--- src/rtl/stream_fifo_pkg.sv ---
// Shared FIFO definitions: default geometry, occupancy-counter width rule and
// the registered status-flag bundle used by the stream and UART FIFOs.
package stream_fifo_pkg;

   localparam int FIFO_DATA_WIDTH_DEF   = 64;
   localparam int FIFO_DEPTH_LOG2_DEF   = 3;
   localparam int FIFO_AE_THR_DEF       = 1;
   localparam int FIFO_DROP_ON_FULL_DEF = 0;

   // Occupancy runs 0..2**depth_log2 inclusive, so it needs one extra bit.
   function automatic int fifo_count_width(input int depth_log2);
      return depth_log2 + 1;
   endfunction

   function automatic int fifo_af_thr_def(input int depth_log2);
      return (1 << depth_log2) - 1;
   endfunction

   typedef struct packed {
      logic full;
      logic empty;
      logic almost_full;
      logic almost_empty;
   } fifo_flags_t;

   localparam fifo_flags_t FIFO_FLAGS_RST = '{
      full:         1'b0,
      empty:        1'b1,
      almost_full:  1'b0,
      almost_empty: 1'b1
   };

endpackage

--- src/rtl/fifo_regfile.sv ---
// FIFO storage: one synchronous write port, one asynchronous read port.
// Contents are deliberately not reset.
module fifo_regfile #(
   parameter int DATA_WIDTH = 64,
   parameter int DEPTH_LOG2 = 3
) (
   input  logic                  i_clk,
   input  logic                  i_we,
   input  logic [DEPTH_LOG2-1:0] i_waddr,
   input  logic [DATA_WIDTH-1:0] i_wdata,
   input  logic [DEPTH_LOG2-1:0] i_raddr,
   output logic [DATA_WIDTH-1:0] o_rdata
);

   logic [DATA_WIDTH-1:0] r_mem [2**DEPTH_LOG2];

   always_ff @(posedge i_clk) begin
      if (i_we) begin
         r_mem[i_waddr] <= i_wdata;
      end
   end

   assign o_rdata = r_mem[i_raddr];

endmodule

--- src/rtl/stream_fifo.sv ---
// First-word fall-through stream FIFO with registered status flags and an
// optional drop-on-full mode that keeps s_ready high and records overflow.
module stream_fifo
   import stream_fifo_pkg::*;
#(
   parameter int DATA_WIDTH   = FIFO_DATA_WIDTH_DEF,
   parameter int DEPTH_LOG2   = FIFO_DEPTH_LOG2_DEF,
   parameter int AF_THR       = fifo_af_thr_def(DEPTH_LOG2),
   parameter int AE_THR       = FIFO_AE_THR_DEF,
   parameter int DROP_ON_FULL = FIFO_DROP_ON_FULL_DEF
) (
   input  logic                                    clk,
   input  logic                                    rst,
   input  logic                                    flush,
   input  logic [DATA_WIDTH-1:0]                   s_data,
   input  logic                                    s_valid,
   output logic                                    s_ready,
   output logic [DATA_WIDTH-1:0]                   m_data,
   output logic                                    m_valid,
   input  logic                                    m_ready,
   output logic [fifo_count_width(DEPTH_LOG2)-1:0] count,
   output logic                                    full,
   output logic                                    empty,
   output logic                                    almost_full,
   output logic                                    almost_empty,
   output logic                                    overflow
);

   localparam int              CW      = fifo_count_width(DEPTH_LOG2);
   localparam logic [CW-1:0]   DEPTH_C = CW'(2**DEPTH_LOG2);
   localparam logic [CW-1:0]   AF_C    = CW'(AF_THR);
   localparam logic [CW-1:0]   AE_C    = CW'(AE_THR);

   logic [DEPTH_LOG2-1:0] r_wptr;
   logic [DEPTH_LOG2-1:0] r_rptr;
   logic [CW-1:0]         r_count;
   fifo_flags_t           r_flags;
   logic                  r_overflow;
   logic                  r_rst_done;

   logic [CW-1:0]         w_count_nxt;
   fifo_flags_t           w_flags_nxt;
   logic                  w_s_ready;
   logic                  w_wr;
   logic                  w_rd;
   logic                  w_ovf_set;
   logic [DATA_WIDTH-1:0] w_rdata;

   // s_ready is built only from registers, so m_ready never reaches it
   // combinationally; r_rst_done holds it low until the first edge after reset.
   assign w_s_ready = r_rst_done && ((DROP_ON_FULL != 0) || !r_flags.full);

   // In drop mode a write is gated by the registered full flag, so a same-edge
   // read does not open a slot for it.
   assign w_wr      = s_valid && w_s_ready && !r_flags.full;
   assign w_rd      = !r_flags.empty && m_ready;
   assign w_ovf_set = (DROP_ON_FULL != 0) && s_valid && w_s_ready && r_flags.full;

   always_comb begin
      w_count_nxt = r_count;
      unique case ({w_wr, w_rd})
         2'b10:   w_count_nxt = r_count + CW'(1);
         2'b01:   w_count_nxt = r_count - CW'(1);
         default: w_count_nxt = r_count;
      endcase
   end

   always_comb begin
      w_flags_nxt              = FIFO_FLAGS_RST;
      w_flags_nxt.full         = (w_count_nxt == DEPTH_C);
      w_flags_nxt.empty        = (w_count_nxt == '0);
      w_flags_nxt.almost_full  = (w_count_nxt >= AF_C);
      w_flags_nxt.almost_empty = (w_count_nxt <= AE_C);
   end

   always_ff @(posedge clk or posedge rst) begin
      if (rst) begin
         r_wptr     <= '0;
         r_rptr     <= '0;
         r_count    <= '0;
         r_flags    <= FIFO_FLAGS_RST;
         r_overflow <= 1'b0;
         r_rst_done <= 1'b0;
      end else begin
         r_rst_done <= 1'b1;
         if (flush) begin
            r_wptr     <= '0;
            r_rptr     <= '0;
            r_count    <= '0;
            r_flags    <= FIFO_FLAGS_RST;
            r_overflow <= 1'b0;
         end else begin
            if (w_wr) begin
               r_wptr <= r_wptr + DEPTH_LOG2'(1);
            end
            if (w_rd) begin
               r_rptr <= r_rptr + DEPTH_LOG2'(1);
            end
            r_count <= w_count_nxt;
            r_flags <= w_flags_nxt;
            if (w_ovf_set) begin
               r_overflow <= 1'b1;
            end
         end
      end
   end

   fifo_regfile #(
      .DATA_WIDTH (DATA_WIDTH),
      .DEPTH_LOG2 (DEPTH_LOG2)
   ) u_regfile (
      .i_clk   (clk),
      .i_we    (w_wr),
      .i_waddr (r_wptr),
      .i_wdata (s_data),
      .i_raddr (r_rptr),
      .o_rdata (w_rdata)
   );

   assign s_ready      = w_s_ready;
   assign m_data       = w_rdata;
   assign m_valid      = !r_flags.empty;
   assign count        = r_count;
   assign full         = r_flags.full;
   assign empty        = r_flags.empty;
   assign almost_full  = r_flags.almost_full;
   assign almost_empty = r_flags.almost_empty;
   assign overflow     = r_overflow;

endmodule
--- config.mk ---
export PLATFORM = sky130hd
export DESIGN_NAME = stream_fifo
export DESIGN_NICKNAME = d
export VERILOG_FILES = /design/src/rtl/stream_fifo_pkg.sv /design/src/rtl/fifo_regfile.sv /design/src/rtl/stream_fifo.sv
export SDC_FILE = /design/constraint.sdc
export NUM_CORES = 1
export LEC_CHECK = 0
export BUFFER_PORTS_ARGS = -buffer_cell sky130_fd_sc_hd__buf_2
export CORE_MARGIN = 2
export CORE_UTILIZATION = 45
export CTS_CLUSTER_DIAMETER = 100
export DETAILED_ROUTE_END_ITERATION = 6
export PLACE_DENSITY = 0.72
export SYNTH_ARGS = -nofsm -noshare
export SYNTH_HDL_FRONTEND = slang
export SYNTH_SLANG_ARGS = --single-unit
--- constraint.sdc ---
create_clock -name clk -period 6.37 [get_ports clk]
set_input_delay 0.3185 -clock clk [delete_from_list [all_inputs] [get_ports clk]]
set_output_delay 0.3185 -clock clk [all_outputs]
set_load 0.05 [all_outputs]
# After elaboration in Yosys (flattened, before gate mapping)
# Memory sizes are Yosys's and may differ from the RTL's.
# Index checks and enable logic that the tools add are counted.
totals:
  mem_bits_rw: 512
  reg_bits: 15
  memories: 1
  input_bits: 69
op_classes:
  mux: 9
  n_lt_le_gt_ge: 2
  n_reduce_logical: 9
  eq_ne: 3
  n_addsub: 4
memory_table:
  columns: ["name", "words", "width", "read_ports", "rd_ports_with_merged_regs", "write_ports", "line", "source"]
  rows:
  - ["u_regfile.r_mem", 8, 64, 1, 0, 1, "fifo_regfile.sv:15", "logic [DATA_WIDTH-1:0] r_mem [2**DEPTH_LOG2];"]
op_table:
  columns: ["op", "count"]
  rows:
  - ["$mux 3", 4]
  - ["$mux 4", 2]
  - ["$pmux 4 s2", 1]
  - ["$add 3x1->3 const B", 2]
  - ["$add 4x1->4 const B", 1]
  - ["$eq 4x4->1 const B", 1]
  - ["$ge 4x3->1 const B", 1]
  - ["$le 4x1->1 const B", 1]
  - ["$logic_and 1x1->1", 4]
  - ["$logic_not 4->1", 1]
  - ["$reduce_bool 2->1", 2]
  - ["$sub 4x1->4 const B", 1]
  - ["$eq 2x1->1 const B", 1]
  - ["$eq 2x2->1 const B", 1]
  - ["$logic_not 1->1", 2]
  - ["$mux 1", 2]

# Depth between registers and ports, before layout
# Gate-level depths: netlist (run 1).
depth:
  depth_word: 8
  ltp_mapped: 12

# By module
# A second synthesis (run 1) with hierarchy kept.
hier_totals:
  cells_unflattened: 837
  area_unflattened_um2: 20096.8
modules_own_cells:
  columns: ["module", "area_per_inst_um2", "seq_area_each_um2", "cells_per_inst", "instances"]
  rows:
  - ["fifo_regfile", 19266.0, 15374.7, 752, 1]
  - ["stream_fifo", 830.8, 377.9, 85, 1]

# Worst setup path after synthesis (run 1)
# OpenSTA, ideal clock, no wires.
synth_path:
  kind: "reg-to-reg"
  startpoint: "reg r_flags, in the netlist full"
  endpoint: "mem u_regfile.r_mem[0][0], enable pin"
  arrival_time_ns: 6.138
  path_stages_with_launch: 5
  slack_ns: -0.333
  path_cell_list: "dfrtp_1 nor2b_1 and2_1 nand2b_1 nor3_1"
synth_via:
  elab_chain_cells: 6
synth_lines:
  columns: ["item", "line", "source"]
  rows:
  - ["start, declared", "stream_fifo.sv:37", "fifo_flags_t r_flags;"]
  - ["start signal, assigned", "stream_fifo.sv:100", "r_flags <= w_flags_nxt;"]
  - ["$logic_not 1->1", "stream_fifo.sv:51", "assign w_s_ready = r_rst_done && ((DROP_ON_FULL != 0) || !r_flags.full);"]
  - ["$logic_and 1x1->1", "stream_fifo.sv:51", null]
  - ["net s_ready", "stream_fifo.sv:17", "output logic s_ready,"]
  - ["$logic_and 1x1->1 (2 in series)", "stream_fifo.sv:55", "assign w_wr = s_valid && w_s_ready && !r_flags.full;"]
  - ["$mux 1", "fifo_regfile.sv:18", "if (i_we) begin"]
  - ["$mux 1 (implied by the code)", "fifo_regfile.sv:19", "r_mem[i_waddr] <= i_wdata;"]
  - ["end, declared", "fifo_regfile.sv:15", null]
# The timed path passes the listed nets, and every way through them passes these cells.

# Worst setup path after layout (run 1)
layout_path:
  startpoint: "reg r_rptr[0]"
  endpoint: "out m_data[55]"
layout_via:
  elab_chain_cells: 1
layout_lines:
  columns: ["item", "line", "source"]
  rows:
  - ["start, declared", "stream_fifo.sv:35", "logic [DEPTH_LOG2-1:0] r_rptr;"]
  - ["start signal, assigned", "stream_fifo.sv:97", "r_rptr <= r_rptr + DEPTH_LOG2'(1);"]
  - ["$mem_v2 8x64", null, null]
  - ["end, declared", "stream_fifo.sv:18", "output logic [DATA_WIDTH-1:0] m_data,"]
# Every way passes these cells.

==> results of run 1 <==
## metrics by stage
step                total power [mW]  cell area (um^2)  worst slack (ps)
floorplan                       4.66             20100              1380
global placement                4.84             21500              3190
detailed placement              4.85             21500              3190
CTS                             7.79             23700              2520
global route                    7.98             23700              2400
finish                          7.70             23700              2630
## cells in the final DEF, fill, tap and decap left out, types with 3 or more instances in the layout
| cell type | n |
|---|---|
| a21oi_1 | 8 |
| buf_2 | 142 |
| buf_4 | 14 |
| bufinv_16 | 3 |
| clkbuf_1 | 14 |
| clkbuf_16 | 53 |
| clkinv_1 | 9 |
| clkinv_2 | 5 |
| dfrtp_1 | 10 |
| dfrtp_4 | 3 |
| dlygate4sd3_1 | 65 |
| edfxtp_1 | 512 |
| ha_1 | 5 |
| inv_1 | 5 |
| mux2_2 | 64 |
| mux2i_1 | 3 |
| mux4_2 | 128 |
| nand2_1 | 11 |
| nand2b_1 | 3 |
| nor2_1 | 8 |
| nor2_4 | 6 |
| nor2b_1 | 5 |
| nor3_1 | 3 |
| o21ai_0 | 3 |
| xor2_1 | 4 |
## worst min-delay path by stage
| stage | startpoint | to | cells past startpoint |
|---|---|---|---|
| 6_report | flush | r_rptr[0] | 2 |
| 4_1_cts | flush | r_rptr[0] | 2 |
| 3_5_place_dp | rst | full | 2 |
| 2_1_floorplan | rst | almost_full | 1 |
| 5_1_grt | flush | r_rptr[2] | 2 |
| 3_3_place_gp | rst | r_rst_done | 2 |
## routing by layer
layer	wire, um	vias to the layer above	GRT usage
met3	1840	67	0.0303
met1	16500	4823	0.226
met4	851	2	0.0503
met5	13	-	0
met2	19600	240	0.287
li1	-	4010	-
## power by group through the flow
stage | Sequential, mW | Combinational, mW | Clock [mW]
final | 3.90 | 0.899 | 2.91
after global routing | 3.91 | 0.958 | 3.11
after CTS | 3.90 | 0.915 | 2.97
after detailed placement | 3.97 | 0.879 | 0
after global placement | 3.97 | 0.868 | 0
after floorplan | 3.97 | 0.689 | 0
## sequential cells by signal, summed over array words and instances (netlist names)
name / cells
almost_full: 1
u_regfile.r_mem: 512
r_rptr: 3
empty: 1
r_rst_done: 1
full: 1
count: 4
r_wptr: 3
almost_empty: 1
## cell type report
class	instances	area [um^2]	area share
Clock inverter	21	205	0.00865
Tap cell	592	741	0.0312
Sequential cell	527	15800	0.664
Inverter	5	18.8	0.000791
Timing Repair Buffer	222	1490	0.0626
Clock buffer	68	1390	0.0587
Multi-Input combinational cell	268	4130	0.174
## kinds of logic after synthesis
| group | synth area share |
|---|---|
| AOI/OAI and AO/OA | 0.00511 |
| xor gates and xnor gates | 0.00262 |
| adders and majority gates | 0.00312 |
| buffers and inverters | 0.0133 |
| DFF | 0.785 |
| muxes | 0.181 |
| other | 0.000374 |
| and+or+nand+nor | 0.00991 |
==> results.sh, run 1 <==
export IMPL_initial_core_util=0.455
export IMPL_hold_slack_ps=80.4
export IMPL_dp_cells=1549
export IMPL_peakVddDrop_mv=0.247
export IMPL_synth_common_cells="edfxtp_1 (512), mux4_2 (128), mux2_2 (64)"
export IMPL_cts_made_buffers=52
export IMPL_antenna_left=0
export IMPL_post_route_drc_count=0
export IMPL_synth_main_ff_cell="edfxtp_1"
export IMPL_crit_end="m_data[55]"
export IMPL_drtIter0Drc=843
export IMPL_grt_overflow=0
export IMPL_cp_slowest_cell="dfrtp_4"
export IMPL_synthCells=840
export IMPL_yosys_warnings=0
export IMPL_fin_cells=1703
export IMPL_p_leak_nw=7.60
export IMPL_die_h_um=215
export IMPL_ys_ff_latch=527
export IMPL_critPathMaxFanout=97
export IMPL_tightest_slew_ps=1080
export IMPL_root_buffer="clkbuf_16"
export IMPL_rr_startpoint="full"
export IMPL_grt_max_degree=98
export IMPL_status="completed"
export IMPL_cp_top_family="buffers and inverters"
export IMPL_max_slew_margin=0.276
export IMPL_htreeDepth=2
export IMPL_worstSetupStartpointType="flop"
export IMPL_crit_cells=4
export IMPL_rsz0062_at_grt="false"
export IMPL_routed_wl_um=38800
export IMPL_grt_pass1_wl_um=58800
export IMPL_utilization=0.538
export IMPL_vias=9142
export IMPL_fmax_ghz=0.267
export IMPL_async_reset_ff_frac=0.0285
export IMPL_cts_sinks=527
export IMPL_cp_cell_sequence="buf_12 > mux4_2 > mux2_2 > buf_2"
export IMPL_cts_resized=0
export IMPL_cap_violations=0
export IMPL_drv_slew=0
export IMPL_clock_path_buffers=3
export IMPL_critical_path_class="flop to output pin"
export IMPL_worstPathArrival_ps=3420
export IMPL_fillers=3442
export IMPL_synth_edf_count=512
export IMPL_finClkSkew_ps=11.8
export IMPL_antenna_found_initial=1
export IMPL_dp_hpwl_um=19700
export IMPL_pwr_share_comb=0.117
export IMPL_n_antenna_cell=0
export IMPL_dieArea_um2=46300
export IMPL_final_hold_viol_count=0
export IMPL_swShare=0.238
export IMPL_clk_pin_slew_worst_paths_ps=60
export IMPL_yosysSeqAreaShare=0.785
export IMPL_gp_congestion=0.682
export IMPL_crit_reg2reg_capture="u_regfile.r_mem[3][29]"
export IMPL_row_count=77
export IMPL_yosys_area_top_type="edfxtp_1"
export IMPL_synth_fp_nets=914
export IMPL_hold_buffers=65
export IMPL_r2r_cells=5
export IMPL_worstHoldPathType="input pin to flop"
export IMPL_die_width_um=215
export IMPL_setup_violations_final=0
export IMPL_wl_per_cell_um=22.8
export IMPL_synth_area_um2=20100
export IMPL_cts_tree="built"
export IMPL_path_buf_inv=2
export IMPL_synth_area_top_cells="edfxtp_1 (77%), mux4_2 (14%), mux2_2 (3.6%)"
export IMPL_seq_power_share=0.506
export IMPL_postCtsSetupBuffers=0
export IMPL_finalNetCount=1150
export IMPL_dr_pass1_iters=6
export IMPL_yosysUniqueCellTypes=33
export IMPL_num_io_pins=144
export IMPL_avgSynthCellArea_um2=23.9
export IMPL_core_area_um2=44100
export IMPL_p_int_mw=5.87
export IMPL_port_buffers=142
export IMPL_crit_path_end_kind="output pin"
export IMPL_crit_start="r_rptr[0]"
export IMPL_area_growth_syn_to_layout_pct=18.2
export IMPL_drive_above_1_share=0.386
export IMPL_grt_pass1_vias=9801
export IMPL_fin_tns_setup_ps=0
export IMPL_p_sw_mw=1.83
export IMPL_clkLatencyLatePin_ps=590
export IMPL_slowest_delay_ps=890
export IMPL_grt_total_usage=0.169
export IMPL_synth_top_area_share=0.766
export IMPL_via_per_inst=5.37
export IMPL_period_minus_slack_ps=3740
export IMPL_fin_crit_sh=0.587
export IMPL_worst_ep_required_time_ps=6050
export IMPL_r2r_slack_ps=3320
export IMPL_power_density_nw_per_um2=325
export IMPL_yosysMostFrequentCell="edfxtp_1"
export IMPL_clockPowerShare=0.377
Power figures use the tool's default switching activity.
==> run 2: changes to the inputs <==
clock period = 3.6 ns   (was 6.37 ns; I/O delays follow)
==> results.sh, run 2 (same netlist as run 1, synthesis figures left out) <==
export IMPL_status="completed"
export IMPL_die_h_um=215
export IMPL_fin_tns_setup_ps=0
export IMPL_crit_reg2reg_capture="full"
export IMPL_pwr_share_comb=0.118
export IMPL_period_minus_slack_ps=3080
export IMPL_fin_crit_sh=0.857
export IMPL_grt_total_usage=0.170
export IMPL_r2r_slack_ps=1090
export IMPL_worstSetupStartpointType="flop"
export IMPL_cts_sinks=527
export IMPL_final_cell_mix="edfxtp_1 (512), buf_2 (142), mux4_2 (128), dlygate4sd3_1 (66), mux2_2 (64)"
export IMPL_cap_violations=0
export IMPL_htreeDepth=2
export IMPL_final_area_um2=24000
export IMPL_area_growth_syn_to_layout_pct=19.5
export IMPL_grt_pass1_vias=10000
export IMPL_die_width_um=215
export IMPL_root_buffer="clkbuf_16"
export IMPL_worst_slack_ps=516
export IMPL_rr_startpoint="empty"
export IMPL_p_leak_nw=7.70
export IMPL_fillers=3360
export IMPL_largest_reg_flops=512
export IMPL_critical_path_class="flop to output pin"
export IMPL_cts_tree="built"
export IMPL_port_buffers=142
export IMPL_antenna_found_initial=3
export IMPL_initial_core_util=0.455
export IMPL_grt_max_degree=120
export IMPL_wl_per_cell_um=22.6
export IMPL_worstPathArrival_ps=2900
export IMPL_row_count=77
export IMPL_routed_wl_um=38700
export IMPL_p_sw_mw=3.21
export IMPL_vias=9186
export IMPL_finClkSkew_ps=20.9
export IMPL_worstHoldEndpoint="r_wptr[1]"
export IMPL_grt_pass1_wl_um=59000
export IMPL_clk_pin_slew_worst_paths_ps=60
export IMPL_setup_violations_final=0
export IMPL_crit_path_end_kind="output pin"
export IMPL_power_density_nw_per_um2=575
export IMPL_final_common_cell="edfxtp_1"
export IMPL_drtIter0Drc=714
export IMPL_p_total_mw=13.8
export IMPL_gp_congestion=0.718
export IMPL_drv_slew=0
export IMPL_clkLatencyLatePin_ps=590
export IMPL_clock_path_buffers=3
export IMPL_post_route_drc_count=0
export IMPL_grt_busiest_layer="met2"
export IMPL_tightest_slew_ps=918
export IMPL_min_path_cells=4
export IMPL_peakVddDrop_mv=0.362
export IMPL_grt_overflow=0
export IMPL_dp_hpwl_um=20300
export IMPL_worstHoldPathType="input pin to flop"
export IMPL_swShare=0.233
export IMPL_via_per_inst=5.37
export IMPL_cts_resized=0
export IMPL_placed_cell_area_um2=21700
export IMPL_num_io_pins=144
export IMPL_fmax_ghz=0.324
export IMPL_antenna_left=0
export IMPL_top_register="u_regfile.r_mem"
export IMPL_drive_above_1_share=0.394
export IMPL_use_met2=0.281
export IMPL_cts_made_buffers=52
export IMPL_dp_worst_setup_slack_ps=1070
export IMPL_finalNetCount=1155
export IMPL_dr_pass1_iters=5
export IMPL_hold_start="s_valid"
export IMPL_met1_usage=0.231
export IMPL_utilization=0.544
export IMPL_clockPowerShare=0.383
export IMPL_rsz0062_at_grt="false"
export IMPL_max_slew_margin=0.386
export IMPL_final_hold_viol_count=0
export IMPL_worst_ep_required_time_ps=3420
export IMPL_p_int_mw=10.6
export IMPL_dieArea_um2=46300
export IMPL_critPathMaxFanout=43
export IMPL_grtUsageMet3=0.0375
export IMPL_core_area_um2=44100
export IMPL_r2r_cells=9
export IMPL_seq_power_share=0.499
-- run 2: worst max path at each step --
stage | startpoint | end | slack (ps) | depth (start not counted)
CTS | r_rptr[0] | m_data[18] | 430 | 4
finish | r_rptr[0] | m_data[18] | 520 | 4
global route | r_rptr[0] | m_data[18] | 350 | 4
global placement | r_rptr[0] | m_data[18] | 1090 | 4
detailed placement | r_rptr[0] | m_data[18] | 1070 | 4
floorplan | full | u_regfile.r_mem[6][0] | -90 | 4
-- run 2: power by group through the flow --
| stage | combinational (mW) | sequential (mW) | clock (mW) |
|---|---|---|---|
| after floorplan | 1.22 | 7.02 | 0 |
| after global placement | 1.57 | 7.01 | 0 |
| after detailed placement | 1.59 | 7.02 | 0 |
| after CTS | 1.66 | 6.89 | 5.40 |
| after global routing | 1.74 | 6.89 | 5.65 |
| final | 1.63 | 6.88 | 5.28 |
-- run 2: per-layer routing --
layer	wire, um	share of wire	vias up
li1	-	-	4032
met1	17200	0.44	4873
met2	19100	0.49	218
met3	1730	0.045	59
met4	719	0.019	4
met5	24	0.00062	-
-- run 2: stage by stage --
step | hold slack, ps | cells
2_1_floorplan | 80.0 | 840
3_3_place_gp | 277 | 1553
3_5_place_dp | 286 | 1553
4_1_cts | 29.7 | 1709
5_1_grt | 66.7 | 1710
6_report | 53.6 | 1710
-- run 2: final cells by class --
type,count,area [um^2],share of cell area
inverter,5,18.8,0.000782
tap,592,741,0.0309
clock buffer,62,1360,0.0567
timing repair buffer,227,1690,0.0704
sequential,527,15800,0.657
clock inverter,28,295,0.0123
antenna,1,2.50,0.000104
multi-input combinational,268,4130,0.172
-- run 2: repair_timing --
action,CTS,global route
hold buffers,66,0
endpoints found under the hold margin,536,0
buffers inserted,0,0
-- run 2: worst max-delay path, stage by stage, from the launching register on --
cell	delay [ps]
dfrtp_4	790
buf_12	390
mux4_2	570
mux2_2	300
buf_2	220
==> run 3: changes to the inputs <==
clock period = 3.08 ns   (was 3.6 ns; I/O delays follow)
==> results.sh, run 3 (same netlist as run 1, synthesis figures left out) <==
export IMPL_cts_sinks=527
export IMPL_via_per_inst=5.32
export IMPL_cts_resized=0
export IMPL_period_minus_slack_ps=2860
export IMPL_postCtsSetupBuffers=0
export IMPL_power_density_nw_per_um2=674
export IMPL_setup_violations_final=0
export IMPL_max_slew_margin=0.568
export IMPL_row_count=77
export IMPL_finalNetCount=1163
export IMPL_antenna_found_initial=1
export IMPL_post_route_drc_count=0
export IMPL_fmax_ghz=0.350
export IMPL_vias=9174
export IMPL_dr_pass1_iters=4
export IMPL_grtUsageMet3=0.0309
export IMPL_drtIter0Drc=763
export IMPL_antenna_left=0
export IMPL_die_width_um=215
export IMPL_port_buffers=142
export IMPL_root_buffer="clkbuf_16"
export IMPL_routed_wl_um=38700
export IMPL_area_growth_syn_to_layout_pct=20.2
export IMPL_grt_total_usage=0.170
export IMPL_grt_max_degree=65
export IMPL_grt_pass1_wl_um=59400
export IMPL_rsz0062_at_grt="false"
export IMPL_hold_slack_ps=38.4
export IMPL_dp_hpwl_um=20400
export IMPL_grt_overflow=0
export IMPL_critical_path_class="flop to output pin"
export IMPL_worstHoldPathType="input pin to flop"
export IMPL_tightest_slew_ps=648
export IMPL_die_h_um=215
export IMPL_hold_buffers=66
export IMPL_largest_reg_flops=512
export IMPL_fillers=3368
export IMPL_cts_tree="built"
export IMPL_critPathMaxFanout=20
export IMPL_r2r_cells=11
export IMPL_status="completed"
export IMPL_grt_busiest_layer="met2"
export IMPL_gp_congestion=0.720
export IMPL_met1_usage=0.221
export IMPL_p_leak_nw=7.78
export IMPL_num_io_pins=144
export IMPL_fin_crit_sh=0.928
export IMPL_use_met2=0.295
export IMPL_drive_above_1_share=0.401
export IMPL_drv_slew=0
export IMPL_htreeDepth=2
export IMPL_final_hold_viol_count=0
export IMPL_worstSetupStartpointType="flop"
export IMPL_dieArea_um2=46300
export IMPL_wl_per_cell_um=22.4
export IMPL_final_common_cell="edfxtp_1"
export IMPL_top_register="u_regfile.r_mem"
export IMPL_finClkSkew_ps=23.5
export IMPL_cap_violations=0
export IMPL_cts_made_buffers=52
export IMPL_initial_core_util=0.455
export IMPL_clock_path_buffers=3
export IMPL_utilization=0.547
export IMPL_crit_path_end_kind="output pin"
export IMPL_clkLatencyLatePin_ps=590
export IMPL_final_cell_mix="edfxtp_1 (512), buf_2 (142), mux4_2 (128), dlygate4sd3_1 (66), mux2_2 (64)"
export IMPL_min_path_cells=4
export IMPL_worstPathArrival_ps=2700
export IMPL_grt_pass1_vias=9789
export IMPL_worst_ep_required_time_ps=2930
export IMPL_peakVddDrop_mv=0.533
export IMPL_clk_pin_slew_worst_paths_ps=60
export IMPL_core_area_um2=44100
==> run 3: cell types whose count changed in the layout (fill, tap and decap cells not counted), sizes merged <==
cell    change
buf         +8
clkbuf      +2
clkinv      +7
inv         -3
==> run 3: power breakdown <==
part	switching, mW	internal [mW]	leakage (nW)	total (mW)
clock	2.56	3.70	0.831	6.26
combinational	1.16	0.801	2.14	1.96
sequential	0.0652	7.97	4.82	8.04
==> run 3: routing by layer <==
metal | share of wire | vias up
li1 | - | 4046
met1 | 0.42 | 4838
met2 | 0.52 | 239
met3 | 0.048 | 51
met4 | 0.018 | 0
met5 | 0 | -
==> run 3: path summary, 6_finish.rpt <==
check	start	end	slack [ps]
worst min register to register	r_wptr[0]	r_wptr[0]	650
min in group asynchronous	rst	r_wptr[2]	200
worst min-delay path	s_valid	r_wptr[1]	40
worst max-delay path	r_rptr[0]	m_data[31]	220
worst max register to register	full	full	590
max in group asynchronous	rst	r_rptr[1]	2430
==> run 3: per-stage QoR <==
stage | cell area (um^2) | setup WS, ps | total power, mW | cells | TNS, ps
after floorplan | 20200 | -165 | 9.64 | 840 | -20580
after global placement | 21800 | 658 | 10.1 | 1561 | 0
after detailed placement | 21800 | 630 | 10.1 | 1561 | 0
after CTS | 24100 | 138 | 16.4 | 1723 | 0
after global routing | 24100 | 98.6 | 16.8 | 1724 | 0
final | 24100 | 221 | 16.3 | 1724 | 0
==> run 3: critical path: stages (launching register included) <==
cell and delay, ps:
dfrtp_4 600, buf_12 260, buf_4 220, mux4_2 520
mux2_2 290, buf_2 210
==> run 3: final cells by class <==
type                    count  area (um^2)  share of cell area
diodes                      1         2.50            0.000104
clock inverters            32          319              0.0132
multi-input cells         268         4150               0.172
well taps                 592          741              0.0307
flip-flops and latches    527        15800               0.653
repair buffers            235         1750              0.0725
clock buffers              64         1390              0.0575
inverters                   5         18.8            0.000778
